File: src/rtl/rc4_key_dispatcher.sv
// Dynamic key-space scheduler for the multicore RC4 cracker: grants contiguous key
// chunks round-robin to requesting cores, resolves finds and detects exhaustion.
module rc4_key_dispatcher #(
    parameter int                   NUM_CORES  = 4,
    parameter int                   KEY_WIDTH  = 24,
    parameter logic [KEY_WIDTH-1:0] KEY_MAX    = 24'h3FFFFF,
    parameter int                   CHUNK_SIZE = 4096,
    parameter int                   IDX_W      = (NUM_CORES > 1) ? $clog2(NUM_CORES) : 1
) (
    input  logic                           clk,
    input  logic                           rst_n,
    input  logic                           start,
    input  logic [NUM_CORES-1:0]           core_req,
    input  logic [NUM_CORES-1:0]           core_done,
    input  logic [NUM_CORES-1:0]           core_found,
    input  logic [NUM_CORES*KEY_WIDTH-1:0] core_key,
    output logic [NUM_CORES-1:0]           core_gnt,
    output logic [KEY_WIDTH-1:0]           chunk_base,
    output logic [KEY_WIDTH-1:0]           chunk_last,
    output logic                           abort,
    output logic                           busy,
    output logic                           found,
    output logic                           exhausted,
    output logic [KEY_WIDTH-1:0]           found_key,
    output logic [IDX_W-1:0]               found_core,
    output logic [KEY_WIDTH-1:0]           chunks_issued
);

    // One extra bit so the base increment past the top of the key space keeps its carry.
    localparam int             SW      = KEY_WIDTH + 1;
    localparam logic [SW-1:0]  MAX_X   = {1'b0, KEY_MAX};
    localparam logic [SW-1:0]  CHUNK_X = SW'(CHUNK_SIZE);

    typedef enum logic [2:0] {
        S_IDLE,
        S_RUN,
        S_DRAIN,
        S_FOUND,
        S_EXHAUSTED
    } state_t;

    state_t               state, state_n;
    logic [SW-1:0]        next_base, next_base_n;
    logic [NUM_CORES-1:0] outstanding, outstanding_n;
    logic [NUM_CORES-1:0] req_q;
    logic [IDX_W-1:0]     ptr, ptr_n;
    logic [NUM_CORES-1:0] gnt_n;
    logic [KEY_WIDTH-1:0] base_n, last_n, fkey_n, issued_n;
    logic [IDX_W-1:0]     fcore_n;
    logic [NUM_CORES-1:0] eligible, valid_find;
    logic [SW-1:0]        base_plus, last_raw;

    assign eligible   = req_q & ~outstanding;
    assign valid_find = core_found & outstanding;
    assign base_plus  = next_base + CHUNK_X;
    assign last_raw   = base_plus - SW'(1);

    assign abort     = (state == S_FOUND);
    assign found     = (state == S_FOUND);
    assign exhausted = (state == S_EXHAUSTED);
    assign busy      = (state == S_RUN) || (state == S_DRAIN);

    always_ff @(posedge clk or negedge rst_n) begin
        if (!rst_n) begin
            state         <= S_IDLE;
            next_base     <= '0;
            outstanding   <= '0;
            req_q         <= '0;
            ptr           <= '0;
            core_gnt      <= '0;
            chunk_base    <= '0;
            chunk_last    <= '0;
            found_key     <= '0;
            found_core    <= '0;
            chunks_issued <= '0;
        end else begin
            state         <= state_n;
            next_base     <= next_base_n;
            outstanding   <= outstanding_n;
            req_q         <= core_req;
            ptr           <= ptr_n;
            core_gnt      <= gnt_n;
            chunk_base    <= base_n;
            chunk_last    <= last_n;
            found_key     <= fkey_n;
            found_core    <= fcore_n;
            chunks_issued <= issued_n;
        end
    end

    always_comb begin : next_p
        int  idx;
        int  pick;
        int  win;
        logic pick_ok;
        logic win_ok;
        state_n       = state;
        next_base_n   = next_base;
        outstanding_n = outstanding;
        ptr_n         = ptr;
        gnt_n         = '0;
        base_n        = chunk_base;
        last_n        = chunk_last;
        fkey_n        = found_key;
        fcore_n       = found_core;
        issued_n      = chunks_issued;
        idx           = 0;
        pick          = 0;
        pick_ok       = 1'b0;
        win           = 0;
        win_ok        = 1'b0;

        // Round-robin search starting at the pointer.
        for (int k = 0; k < NUM_CORES; k++) begin
            idx = int'(ptr) + k;
            if (idx >= NUM_CORES) idx = idx - NUM_CORES;
            if (!pick_ok && eligible[idx]) begin
                pick_ok = 1'b1;
                pick    = idx;
            end
        end
        // Lowest index valid finder wins.
        for (int k = NUM_CORES - 1; k >= 0; k--) begin
            if (valid_find[k]) begin
                win_ok = 1'b1;
                win    = k;
            end
        end

        case (state)
            S_IDLE, S_FOUND, S_EXHAUSTED: begin
                if (start) begin
                    state_n       = S_RUN;
                    next_base_n   = '0;
                    outstanding_n = '0;
                    fkey_n        = '0;
                    fcore_n       = '0;
                    issued_n      = '0;
                end
            end
            S_RUN, S_DRAIN: begin
                if (win_ok) begin
                    state_n = S_FOUND;
                    fkey_n  = core_key[win*KEY_WIDTH +: KEY_WIDTH];
                    fcore_n = IDX_W'(win);
                end else begin
                    outstanding_n = outstanding & ~core_done;
                    if (state == S_RUN && pick_ok) begin
                        gnt_n[pick]         = 1'b1;
                        outstanding_n[pick] = 1'b1;
                        base_n              = next_base[KEY_WIDTH-1:0];
                        last_n              = (last_raw > MAX_X) ? KEY_MAX : last_raw[KEY_WIDTH-1:0];
                        next_base_n         = base_plus;
                        issued_n            = chunks_issued + KEY_WIDTH'(1);
                        ptr_n               = (pick == NUM_CORES - 1) ? '0 : IDX_W'(pick + 1);
                        if (base_plus > MAX_X) state_n = S_DRAIN;
                    end else if (state == S_DRAIN && outstanding_n == '0) begin
                        state_n = S_EXHAUSTED;
                    end
                end
            end
            default: state_n = S_IDLE;
        endcase
    end

endmodule

File: config.mk
export PLATFORM = sky130hd
export DESIGN_NAME = rc4_key_dispatcher
export DESIGN_NICKNAME = d
export VERILOG_FILES = /design/src/rtl/rc4_key_dispatcher.sv
export SDC_FILE = /design/constraint.sdc
export NUM_CORES = 1
export LEC_CHECK = 0
export ABC_AREA = 1
export CAP_MARGIN = 30
export CORE_ASPECT_RATIO = 1.5
export CORE_UTILIZATION = 40
export CTS_BUF_LIST = sky130_fd_sc_hd__clkbuf_16
export CTS_CLUSTER_SIZE = 24
export DETAILED_ROUTE_END_ITERATION = 6
export HOLD_SLACK_MARGIN = 0.1
export PLACE_DENSITY = 0.69
export SETUP_SLACK_MARGIN = 0.2
export SLEW_MARGIN = 20
export SYNTH_ARGS = -nofsm -noshare
export SYNTH_HDL_FRONTEND = slang
export SYNTH_SLANG_ARGS = --single-unit
File: constraint.sdc
create_clock -name clk -period 3.3 [get_ports clk]
set_clock_uncertainty 0.15 [all_clocks]
set_input_delay 0.66 -clock clk [delete_from_list [all_inputs] [get_ports clk]]
set_output_delay 0.66 -clock clk [all_outputs]
set_load 0.02 [all_outputs]
# After elaboration in Yosys (flattened, before gate mapping)
# Index checks and enable logic that the tools add are counted.
# word_totals
ramBits,0
register_bits,140
word_cells,136
memories,0
latch_bits,0
romBits,0
input_bits,111
output_inout_bits,106
# op_classes
reduce_logical,20
n_eq_ne,11
n_bitwise,7
addsub,11
n_mul,1
n_div,0
shifts,1
n_mux,62
order_cmp,12
# ops
operator,count
$mux 32,11
$lt 32x4->1 const B,5
$mux 24,5
$pmux 24 s2,2
$shiftx 96x32->24,1
$mux 25,3
$gt 25x22->1 const B,2
$pmux 25 s2,1
$eq 32x3->1 const B,1
$ge 32x1->1 const B,1
$mul 32x3->29 const B,1
$add 25x13->25 const B,1
$sub 25x1->25 const B,1
$add 24x1->24 const B,1
$mux 4,6
$mux 1,17
$mux 3,5
$and 4x4->4,3
$reduce_and 3->1,4
$sub 3x3->4 const B,3
$ge 3x3->1 const B,3
$bmux 1 s2,4
$mux 2,4
$ne 2x2->1 const B,4
25 further kinds,36

# Depth between registers and ports, before layout
# depth
ltp_word,23
depth_mapped,19

# Worst setup path after synthesis
# OpenSTA, ideal clock, no wires.
# synth_timing
kind,input to register
from,input port core_found[2]
to,register found_key[19]
cell_stages,16
required_time_ns,3.033
n_path_buf,4
setup_slack_ns,0.095
setup_time_ns,0.117
arrival_time_ns,2.938
cell_sequence,nand2_1 nand3_1 nand2_1 nand2_1 clkbuf_1 buf_1 ha_1 clkbuf_1 inv_1 nor2_1 inv_1 clkbuf_1 o211ai_1 nand2_1 nand2_1 nand2_1
# synth_via
elab_chain_cells,8
word_cells_on_any_way,13
classes_between,mul (1); eq/ne (1); shift (1); mux (8); bitwise (1); reduce/logical (1)
# synth_lines
item,line_no,source
from (decl),15,"input logic [NUM_CORES-1:0] core_found,"
$and 4x4->4 (*),54,assign valid_find = core_found & outstanding;
$mux 32 (3 in series),124,if (valid_find[k]) begin
$mul 32x3->29,144,fkey_n = core_key[win*KEY_WIDTH +: KEY_WIDTH];
$shiftx 96x32->24,144,
$mux 24,142,if (win_ok) begin
$pmux 24 s2,130,case (state)
to (signal assigned),85,found_key <= fkey_n;
to (decl),24,"output logic [KEY_WIDTH-1:0] found_key,"
# Mark *: on every way between the ends. The rest lies on a longest branch, timed or not. The select of a mux whose other input is x is not followed.
# A chain may end at the register's enable or synchronous reset.

# Worst setup path after layout
# layout_timing
from,register state[2]
to,output port busy
# layout_via
elab_chain_cells,2
word_cells_on_any_way,3
classes_between,eq/ne (2); reduce/logical (1)
# layout_lines
item,line_no,source
from (decl),42,"state_t state, state_n;"
from (signal assigned),77,state <= state_n;
$eq 3x1->1 or $eq 3x2->1 (tied branches),61,assign busy = (state == S_RUN) || (state == S_DRAIN);
$logic_or 1x1->1 (*),61,
to (decl),21,"output logic busy,"
# Mark *: on every way between the ends. The rest lies on a longest branch, timed or not.

==> results.sh <==
export IMPL_outcome="complete, no violations"
export IMPL_critPathLaunchType="flip-flop"
export IMPL_gr_total_overflow=0
export IMPL_min_period_ns=2.91
export IMPL_r2r_start="ptr[0]$_DFFE_PN0P_"
export IMPL_clock_latency_ns=0.35
export IMPL_synth_common_cells="nand2_1 (388), o21ai_0 (118), nand3_1 (113), inv_1 (106), dfrtp_1 (105)"
export IMPL_die_h_microns=175
export IMPL_clkPwrFrac_pct=13.3
export IMPL_p_int_mw=3.99
export IMPL_ioPinCount=217
export IMPL_sw_frac_of_total_pct=50.0
export IMPL_drt_initial_drc_count=559
export IMPL_core_area_sq_mm=0.0193
export IMPL_nets=1508
export IMPL_grt_use_total_pct=23.5
export IMPL_ir_worst_vdd_uv=478
export IMPL_via_count=8499
export IMPL_max_stage_delay_ns=0.63
export IMPL_pre_cts_ws_ns=0.208
export IMPL_synth_area_leader_cell="dfrtp_1"
export IMPL_seq_power_share_pct=23.6
export IMPL_synth_cell_types=46
export IMPL_die_area_sq_mm=0.0205
export IMPL_worstSetupPathType="flip-flop to output port"
export IMPL_numPortBuffers=204
export IMPL_routed_wl_mm=23.6
export IMPL_die_x_microns=117
export IMPL_post_route_period_util_pct=88.1
export IMPL_grt_setup_unrepaired="false"
export IMPL_grt_pass1_wl_mm=38.4
export IMPL_power_frac_comb_pct=63.1
export IMPL_worstMarginPinSlew_ns=0.754
export IMPL_routabilityCongestion=0.941
export IMPL_worstPathArrival_ns=2.10
export IMPL_slew_viol_final=0
export IMPL_cap_viol_max_count=0
export IMPL_rows=62
export IMPL_ys_warn_count=0
export IMPL_synth_most_common_cell="nand2_1"
export IMPL_crit_fanout=10
export IMPL_grt_pass1_vias=7954
export IMPL_ant_nets=0
export IMPL_cts_tree="done"
export IMPL_drive_above_1_share_pct=5.63
export IMPL_cellPowerDensity_mw_per_mm2=765
export IMPL_crit_start="state[2]$_DFFE_PN0P_"
export IMPL_drc=0
export IMPL_diodes=0
export IMPL_hold_path_class="primary input to asynchronous set/reset pin"
export IMPL_synth_top_area_share_pct=33.0
export IMPL_leakage_nw=4.94
export IMPL_yosys_top_cells_area="dfrtp_1 (33%), nand2_1 (18%), o21ai_0 (7.4%)"
export IMPL_htreeDepth=3
export IMPL_synthCells=1217
export IMPL_fin_ws_ns=0.392
export IMPL_synth_edf_count=0
export IMPL_antenna_found_initial=0
export IMPL_dp_hpwl_mm=18.1
export IMPL_worst_path_buf_inv=3
export IMPL_netSwitchingPower_mw=4.00
export IMPL_required_ns=2.49
export IMPL_cts_buffers_inserted=9
export IMPL_path_delay_family="buffers and inverters"
export IMPL_synth_seq_area_share_pct=33.0
export IMPL_slew_headroom_pct=49.7
export IMPL_cts_hold_buf=0
export IMPL_cp_slowest_cell="clkdlybuf4s50_1"
export IMPL_async_flop_share_pct=100
export IMPL_syn_to_final_growth_pct=31.1
export IMPL_drt_vias_per_instance=5.18
export IMPL_synth_area_sq_mm=0.00797
export IMPL_hold_violations=0
export IMPL_end_kind="output port"
export IMPL_first_pass_iters=5
export IMPL_max_freq_mhz=344
export IMPL_clockRootBuffer="clkbuf_16"
export IMPL_setup_viol=0
export IMPL_path_clk_slew_ns=0.08
export IMPL_wl_per_cell_microns=14.4
export IMPL_tns_ns=0
export IMPL_grt_max_degree=111
export IMPL_cts_sinks=105
export IMPL_start_util_pct=41.3
export IMPL_cts_buffer_depth=2
export IMPL_synth_top_flop_cell="dfrtp_1"
export IMPL_crit_chain="nor3_4 > inv_2 > nand2_2 > buf_4 > clkdlybuf4s50_1"
export IMPL_final_util_pct=54.1
export IMPL_synth_seq_cells=105
export IMPL_fillers=1903
export IMPL_syn_avg_cell_area_sq_um=6.55
area by class of cell:
type / instances / area, sq um / area share (%)
clock buffers: 9 / 225 / 2.16
well taps: 256 / 320 / 3.07
clock inverters: 7 / 61.3 / 0.587
flip-flops and latches: 105 / 2630 / 25.2
multi-input cells: 921 / 4500 / 43.1
inverters: 116 / 439 / 4.20
repair buffers: 228 / 2270 / 21.7
placed cells by master (no fill, tap or decap), types with 2 or more instances in the layout:
master and instances:
nand3_1 113, nand2_2 3, nand2_1 387, nand2_4 2
o21ai_1 8, inv_6 2, o21ai_0 118, nor2_4 3
nor4_1 2, o211ai_1 23, inv_1 107, conb_1 12
clkbuf_16 9, o31ai_1 16, xnor2_1 4, nand4_1 20
inv_8 2, inv_2 7, a21oi_1 38, buf_4 21
clkinv_4 2, a31oi_1 8, nor2_1 74, xor2_1 18
nor3_1 13, nor2_2 3, or2_2 11, ha_1 16
buf_12 4, o22ai_1 15, dfrtp_1 105, clkdlybuf4s50_1 203
final timing paths:
kind                       depth (start not counted)                             to  slack [ns]
hold reg to reg                                    2     chunk_last[22]$_DFFE_PN0P_        0.32
setup / recovery                                   5                           busy        0.39
setup reg to reg                                  10  chunks_issued[20]$_DFFE_PN0P_        0.47
min in group clk                                   2     chunk_last[22]$_DFFE_PN0P_        0.32
hold / removal                                     1  chunks_issued[23]$_DFFE_PN0P_        0.23
max in group asynchronous                          2     chunk_base[20]$_DFFE_PN0P_        2.02
kinds of logic (layout without fill, tap and decap cells):
kind of cell / Yosys count / in the layout / share of synthesized area [%]
buffers and inverters: 202 / 360 / 11.3
XOR/XNOR: 22 / 22 / 2.42
other: 1 / 12 / 0.0471
AND/OR/NAND/NOR: 639 / 639 / 34.4
flip-flops: 105 / 105 / 33.0
adder cells (fa/ha/maj): 16 / 16 / 2.51
AO/OA/AOI/OAI: 232 / 232 / 16.4
power groups by stage:
stage | clock (mW) | combinational [mW] | sequential [mW]
2_1_floorplan | 0 | 3.08 | 2.18
3_3_place_gp | 0 | 4.99 | 1.91
3_5_place_dp | 0 | 5.02 | 1.92
4_1_cts | 1.08 | 5.04 | 1.89
5_1_grt | 1.12 | 5.60 | 1.94
6_report | 1.06 | 5.04 | 1.89
sequential cells by signal, indices dropped and copies added (netlist names):
name and flops:
ptr 2, req_q 4, state 3, found_key 24, chunks_issued 24, next_base 13, core_gnt 4, chunk_base 12
found_core 2, outstanding 4, chunk_last 13
stage by stage:
step | hold slack, ns | cell area (sq um) | total power, mW | std cells
after global routing | 0.292 | 10400 | 8.66 | 1642
after detailed placement | 0.306 | 10200 | 6.94 | 1626
after global placement | 0.297 | 10200 | 6.90 | 1626
after CTS | 0.251 | 10400 | 8.02 | 1642
after floorplan | 0.214 | 8020 | 5.26 | 1228
final | 0.228 | 10400 | 7.99 | 1642
layer usage:
layer,global-route usage (%),share of wire (%),wire length [microns]
met5,0,0,0
met4,7.44,2.0,472
met3,2.39,5.2,1220
met2,42.6,52,12300
met1,28.4,41,9660
what timing repair did:
item                                    CTS  global route
setup buffers                             0             0
endpoints found under the setup margin    0            23
gates resized for setup                   0             1
worst register-to-register path: cells and delay by family (launching register included):
| family | cells | cell delay [ns] |
|---|---|---|
| buffers and inverters | 3 | 0.65 |
| AO/OA/AOI/OAI | 3 | 0.57 |
| flip-flops | 1 | 0.51 |
| AND/OR/NAND/NOR | 3 | 0.49 |
| adder cells (fa/ha/maj) | 1 | 0.36 |
No activity file was read; power rests on OpenSTA's default activity.
